[config.mk]
export PLATFORM = sky130hd
export DESIGN_NAME = pc_seq_ctrl
export DESIGN_NICKNAME = d
export VERILOG_FILES = /design/src/rtl/pc_seq_ctrl.sv
export SDC_FILE = /design/constraint.sdc
export NUM_CORES = 1
export LEC_CHECK = 0
export ABC_CLOCK_PERIOD_IN_PS = 3740
export CAP_MARGIN = 20
export CORE_MARGIN = 2
export CORE_UTILIZATION = 43
export CTS_CLUSTER_DIAMETER = 100
export DETAILED_ROUTE_END_ITERATION = 12
export GPL_TIMING_DRIVEN = 0
export PLACE_DENSITY = 0.89
export SYNTH_ARGS = -nofsm -noshare
export SYNTH_HDL_FRONTEND = slang
export SYNTH_SLANG_ARGS = --single-unit
[constraint.sdc]
create_clock -name i_clk -period 3.74 [get_ports i_clk]
set_clock_uncertainty 0.05 [all_clocks]
set_input_delay 0.374 -clock i_clk [delete_from_list [all_inputs] [get_ports i_clk]]
set_output_delay 0.374 -clock i_clk [all_outputs]
set_load 0.02 [all_outputs]
[src/rtl/pc_seq_ctrl.sv]
// Fetch-stage PC sequencer: boot sequence, next-PC selection, IF/ID stall and flush control.
// Optional performance counters are built when PC_SEQ_CTRL_PERF_EN is defined.
module pc_seq_ctrl #(
  parameter logic [31:0] RESET_PC   = 32'h0000_0000,
  parameter int unsigned BOOT_WAIT  = 2,
  parameter int unsigned PRED_BLANK = 1,
  parameter int unsigned CNT_W      = 32
) (
  input  logic             i_clk,
  input  logic             i_rst,
  input  logic [31:0]      i_pc,
  input  logic             i_stall_mem,
  input  logic             i_stall_ld,
  input  logic             i_pred_taken,
  input  logic [31:0]      i_pred_target,
  input  logic             i_ex_mispred,
  input  logic [31:0]      i_ex_redirect_pc,
  output logic [31:0]      o_pc_next,
  output logic             o_en_pc,
  output logic             o_stall_ifid,
  output logic             o_flush_ifid,
  output logic             o_flush_idex,
  output logic [1:0]       o_state,
  output logic [CNT_W-1:0] o_redirect_cnt,
  output logic [CNT_W-1:0] o_stall_cnt
);

  typedef enum logic [1:0] {
    BOOT    = 2'd0,
    RUN     = 2'd1,
    STALL   = 2'd2,
    RECOVER = 2'd3
  } state_t;

  localparam logic [31:0] BOOT_LOAD  = 32'(BOOT_WAIT - 1);
  localparam logic [31:0] BLANK_LOAD = (PRED_BLANK == 0) ? 32'd0 : 32'(PRED_BLANK - 1);

  state_t      state_q, state_d;
  logic [31:0] cnt_q, cnt_d;
  logic        in_recover;

  assign in_recover = (state_q == RECOVER);
  assign o_state    = state_q;

  // cnt_q is the boot countdown in BOOT and the prediction-blank countdown in RECOVER
  always_ff @(posedge i_clk or posedge i_rst) begin
    if (i_rst) begin
      state_q <= BOOT;
      cnt_q   <= BOOT_LOAD;
    end else begin
      state_q <= state_d;
      cnt_q   <= cnt_d;
    end
  end

  always_comb begin
    state_d      = state_q;
    cnt_d        = cnt_q;
    o_pc_next    = '0;
    o_en_pc      = 1'b0;
    o_stall_ifid = 1'b0;
    o_flush_ifid = 1'b0;
    o_flush_idex = 1'b0;
    case (state_q)
      BOOT: begin
        o_flush_ifid = 1'b1;
        o_flush_idex = 1'b1;
        o_pc_next    = RESET_PC;
        if (cnt_q != 32'd0) begin
          cnt_d = cnt_q - 32'd1;
        end else begin
          o_en_pc = 1'b1;
          state_d = RUN;
        end
      end
      default: begin
        // Stalls inside RECOVER keep the blank window open rather than dropping to STALL
        if (i_stall_mem) begin
          o_stall_ifid = 1'b1;
          state_d      = in_recover ? RECOVER : STALL;
        end else if (i_ex_mispred) begin
          o_en_pc      = 1'b1;
          o_pc_next    = {i_ex_redirect_pc[31:2], 2'b00};
          o_flush_ifid = 1'b1;
          o_flush_idex = 1'b1;
          if (PRED_BLANK == 0) begin
            state_d = RUN;
          end else begin
            state_d = RECOVER;
            cnt_d   = BLANK_LOAD;
          end
        end else if (i_stall_ld) begin
          o_stall_ifid = 1'b1;
          o_flush_idex = 1'b1;
          state_d      = in_recover ? RECOVER : STALL;
        end else if (i_pred_taken && !in_recover) begin
          o_en_pc   = 1'b1;
          o_pc_next = {i_pred_target[31:2], 2'b00};
          state_d   = RUN;
        end else begin
          o_en_pc   = 1'b1;
          o_pc_next = i_pc + 32'd4;
          if (in_recover && cnt_q != 32'd0) begin
            cnt_d   = cnt_q - 32'd1;
            state_d = RECOVER;
          end else begin
            state_d = RUN;
          end
        end
      end
    endcase
  end

`ifdef PC_SEQ_CTRL_PERF_EN
  logic             redirect_evt, stall_evt;
  logic [CNT_W-1:0] redirect_cnt_q, stall_cnt_q;

  assign redirect_evt = (state_q != BOOT) && !i_stall_mem && i_ex_mispred;
  assign stall_evt    = (state_q != BOOT) && (i_stall_mem || (!i_ex_mispred && i_stall_ld));

  always_ff @(posedge i_clk or posedge i_rst) begin
    if (i_rst) begin
      redirect_cnt_q <= '0;
      stall_cnt_q    <= '0;
    end else begin
      if (redirect_evt) redirect_cnt_q <= redirect_cnt_q + 1'b1;
      if (stall_evt)    stall_cnt_q    <= stall_cnt_q + 1'b1;
    end
  end

  assign o_redirect_cnt = redirect_cnt_q;
  assign o_stall_cnt    = stall_cnt_q;
`else
  assign o_redirect_cnt = '0;
  assign o_stall_cnt    = '0;
`endif

endmodule

=== Yosys cells after proc, flatten, opt, wreduce, memory -nomap -nowiden ===
Index checks and enable logic that the tools add are counted.

* Add/subtract/negate cells: 2
* Eq/ne operators: 6
* Muxes and demuxes: 35
* Reductions and logical operators: 7

{| class="wikitable"
|+ Operators by type and width
! cell !! number
|-
| $mux 32 || 12
|-
| $add 32x3->32 const B || 1
|-
| $reduce_bool 32->1 || 1
|-
| $sub 32x1->32 const B || 1
|-
| $mux 1 || 16
|-
| $mux 2 || 7
|-
| $reduce_and 5->1 || 1
|-
| $ne 2x2->1 const B || 2
|-
| $ne 3x1->1 const B || 1
|-
| $ne 3x2->1 const B || 1
|-
| $reduce_bool 3->1 || 1
|-
| $eq 2x2->1 const B || 1
|-
| $logic_and 1x1->1 || 2
|-
| $logic_not 2->1 || 1
|-
| $ne 2x1->1 const B || 1
|-
| $logic_not 1->1 || 1
|}

* Bits in registers: 34
* Output and inout bits: 102
* Word-level logic and storage cells: 52

=== Longest topological paths before layout ===
* Word-level depth: 8
* Depth in mapped cells: 9

=== Worst setup path after synthesis ===
Ideal clock, no wire load.

* Path type: register to output
* Start: register state_q[0] (netlist: o_state[0])
* End: output o_pc_next[19]
* Arrival time: 2.121 ns
* Slack: 1.195 ns
* Cell stages (with the launch flop): 7
* Buffers on the path: 2
* Cell sequence: dfrtp_1 -> buf_2 -> a21boi_0 -> nor3_1 -> nand2_1 -> clkbuf_1 -> o22ai_1

* Cells in the longest elaborated chain, start to end: 8

{| class="wikitable"
|+ Ends and longest elaborated chain
! element !! line !! text
|-
| start, declared || 38 || <nowiki>state_t state_q, state_d;</nowiki>
|-
| start signal, assigned || 51 || <nowiki>state_q <= state_d;</nowiki>
|-
| $eq 2x2->1 || 42 || <nowiki>assign in_recover = (state_q == RECOVER);</nowiki>
|-
| $logic_not 1->1 || 96 || <nowiki>end else if (i_pred_taken && !in_recover) begin</nowiki>
|-
| $logic_and 1x1->1 || 96 ||
|-
| $mux 32 || 96 ||
|-
| $mux 32 || 92 || <nowiki>end else if (i_stall_ld) begin</nowiki>
|-
| $mux 32 || 81 || <nowiki>end else if (i_ex_mispred) begin</nowiki>
|-
| $mux 32 || 78 || <nowiki>if (i_stall_mem) begin</nowiki>
|-
| $mux 32 * || 64 || <nowiki>case (state_q)</nowiki>
|-
| end, declared || 18 || <nowiki>output logic [31:0] o_pc_next,</nowiki>
|}

Every way passes the cells marked *; elsewhere a longest branch is shown, timed or not.

=== Worst setup path in the final report ===
* Start: input i_stall_ld
* End: output o_pc_next[27]

* Cells in the longest elaborated chain, start to end: 4

{| class="wikitable"
|+ Ends and longest elaborated chain
! element !! line !! text
|-
| start, declared || 13 || <nowiki>input logic i_stall_ld,</nowiki>
|-
| $mux 32 || 92 ||
|-
| $mux 32 || 81 ||
|-
| $mux 32 || 78 ||
|-
| $mux 32 || 64 ||
|}

Every way passes these cells.

==> results.yml <==
run_status:
  outcome: "complete, no violations"
power:
  p_leak_nw: 2.32
  p_comb_share_pct: 61.1
  p_sw_mw: 1.22
  p_per_area_nw_per_um2: 459
  seq_power_share_pct: 27.6
  sw_frac_of_total_pct: 48.2
  clock_power_share_pct: 11.3
  max-vdd-ir-drop_uv: 255
  finalPower_mw: 2.53
  p_int_mw: 1.31
synth:
  seq_area_frac_synth_pct: 23.2
  synth_cell_types: 59
  synth_edf_count: 0
  netlist_area_um2: 3670
  syn_area_per_cell_um2: 7.68
  ys_warn_count: 0
  ys_ff_latch: 34
  ys.flop_type: "dfrtp_1"
  synthArstFlopShare_pct: 100
  synthCells: 478
drt:
  via_per_inst: 5.56
  drc: 0
  dr_total_vias: 4389
  detail-route-antenna-nets: 0
  dr.pass1.iters: 7
  drt_iter0_markers: 269
  wl_per_cell_um: 17.1
  totalWireLength_mm: 13.5
flow_run:
  maxCapViolCount: 0
critical_path:
  cp_max_fo: 10
  worstRegToRegCells: 7
  cp.arrival_ns: 3.19
  start_kind: "primary input"
  rrSetupSlack_ns: 1.04
  endpoint_kind: "output port"
  required_ns: 3.32
  r2r_start: "cnt_q[26]"
  cp-startpoint: "i_stall_ld"
  path_class: "primary input to output port"
  regToRegEndpoint: "cnt_q[6]"
clocking:
  cts_root_buf: "clkbuf_8"
  cts_hold_buf: 0
  clock_latency_ns: 0.29
  path_clk_slew_ns: 0.07
  cts_tree: "built"
  htreeDepth: 2
  cts_made_buffers: 5
  cts.sinks: 34
  clockBufferDepth: 2
die:
  start_util_pct: 44.4
  dieArea_um2: 9290
  die_w_um: 96.4
  dieHeight_um: 96.4
  io-pin-count: 204
  core_area_um2: 8260
  fp-row-count: 33
final_layout:
  nets: 787
  syn2layout_area_growth_pct: 50.3
  final_common_cell: "clkdlybuf4s50_1"
  multiInputGateArea_um2: 2440
  most-common-layout-cells: "clkdlybuf4s50_1 (133), buf_4 (66), conb_1 (64), nand2_1 (38), dfrtp_1 (33)"
  antenna_cells: 0
  fill_cells: 709
  final_cell_count_no_fill: 789
  regArea_um2: 852
  drive_gt1_share_pct: 14.6
timing:
  holdWs_ns: 0.381
  max_freq_mhz: 276
  relSlewSlack_pct: 39.7
  finalCritPeriodShare_pct: 96.7
  finalSetupViolCount: 0
  tightest_slew_ns: 0.898
  rsz0062_at_grt: "false"
  fin_crit_ns: 3.62
  slew_viol_final: 0
  finalHoldViolCount: 0
placed_design:
  place.gp.congestion: 0.926
  portBuffers: 133
  hpwl_mm: 11.1
  dp_cells: 780
global_route:
  antenna_found_initial: 0
  grt_max_degree: 23
  grt-ovfl-total: 0
  grt_use_total_pct: 27.9
  grt_pass1_vias: 4086
  grt_pass1_wl_mm: 20.3
min_path:
  min_path_type: "primary input to asynchronous set/reset pin"
==> how the worst max path moves through the flow <==
| stage | cells after the start | end |
|---|---|---|
| final | 8 | o_pc_next[27] |
| after floorplan | 6 | o_pc_next[19] |
| after detailed placement | 7 | o_pc_next[31] |
| after CTS | 8 | o_pc_next[27] |
| after global placement | 7 | o_pc_next[31] |
| after global routing | 10 | o_pc_next[24] |
==> worst max-delay path, stage by stage <==
cell and delay (ns):
clkdlybuf4s50_1 0.51, nor2_2 0.34, and2_1 0.18, clkbuf_1 0.27, clkbuf_1 0.43, a22oi_1 0.19, o22ai_1 0.20, clkdlybuf4s50_1 0.71
==> flip-flops by register name, indices dropped and copies added (netlist names) <==
signal and cells:
cnt_q 32, o_state 2
==> timing repair <==
item                       4_1_cts  5_1_grt
gates resized for setup          3        3
setup endpoints to repair        7        3
setup buffers                    1        0
pin swaps                        1        0
==> layout make-up <==
type                    count  area share, %
inverters                  10          0.681
multi-input cells         407           44.3
plain buffers              90           10.7
clock buffers               7           1.57
clock inverters             1         0.0907
repair buffers            135           24.8
well taps                 105           2.38
flip-flops and latches     34           15.4
==> cells by family after synthesis <==
family                   Yosys count  synth area share, %
AND/OR/NAND/NOR                  189                 29.6
AO/OA/AOI/OAI                    119                 21.2
buffers and inverters            100                 17.1
flip-flops                        34                 23.2
XOR/XNOR                          30                 7.16
multiplexers                       3                0.852
adder cells (fa/ha/maj)            2                0.682
other                              1                0.102
==> metrics by stage <==
step / utilization [%] / area, um^2 / TNS [ns] / setup WS [ns]
after floorplan: - / 3910 / 0 / 1.19
after global placement: 65.0 / 5370 / -0.00886 / -0.00886
after detailed placement: 65.3 / 5400 / -0.0426 / -0.0326
after CTS: 66.7 / 5510 / 0 / 0.0447
after global routing: 66.8 / 5520 / 0 / 0.0369
final: 66.8 / 5520 / 0 / 0.123
==> synth_stat cells (all sizes together), types with 9 or more instances <==
library cell / n / area share (%)
buf: 73 / 14
nand2: 38 / 3.9
dfrtp: 33 / 23
nor2: 29 / 3.0
a22oi: 25 / 5.1
o21ai: 24 / 3.3
a21oi: 23 / 3.1
or3: 23 / 3.9
nand3: 19 / 2.6
o22ai: 19 / 3.2
xnor2: 19 / 4.5
clkbuf: 17 / 1.7
nor4: 14 / 3.8
nand4: 13 / 2.4
and3: 12 / 2.0
xor2: 11 / 2.6
inv: 10 / 1.0
nor3: 9 / 1.2
or4: 9 / 1.9
==> routing by layer <==
metal	vias up	wire [um]	GRT usage, %
met4	0	351	7.51
li1	2060	-	-
met3	31	1250	5.51
met2	230	6930	49.6
met5	-	0	0
met1	2068	4980	34.3
==> power groups by stage <==
stage,clock [mW],combinational [mW],sequential [mW]
2_1_floorplan,0,1.10,0.655
3_3_place_gp,0,1.46,0.681
3_5_place_dp,0,1.51,0.703
4_1_cts,0.289,1.52,0.698
5_1_grt,0.305,1.70,0.728
6_report,0.286,1.55,0.700
No activity file was read; power rests on OpenSTA's default activity.
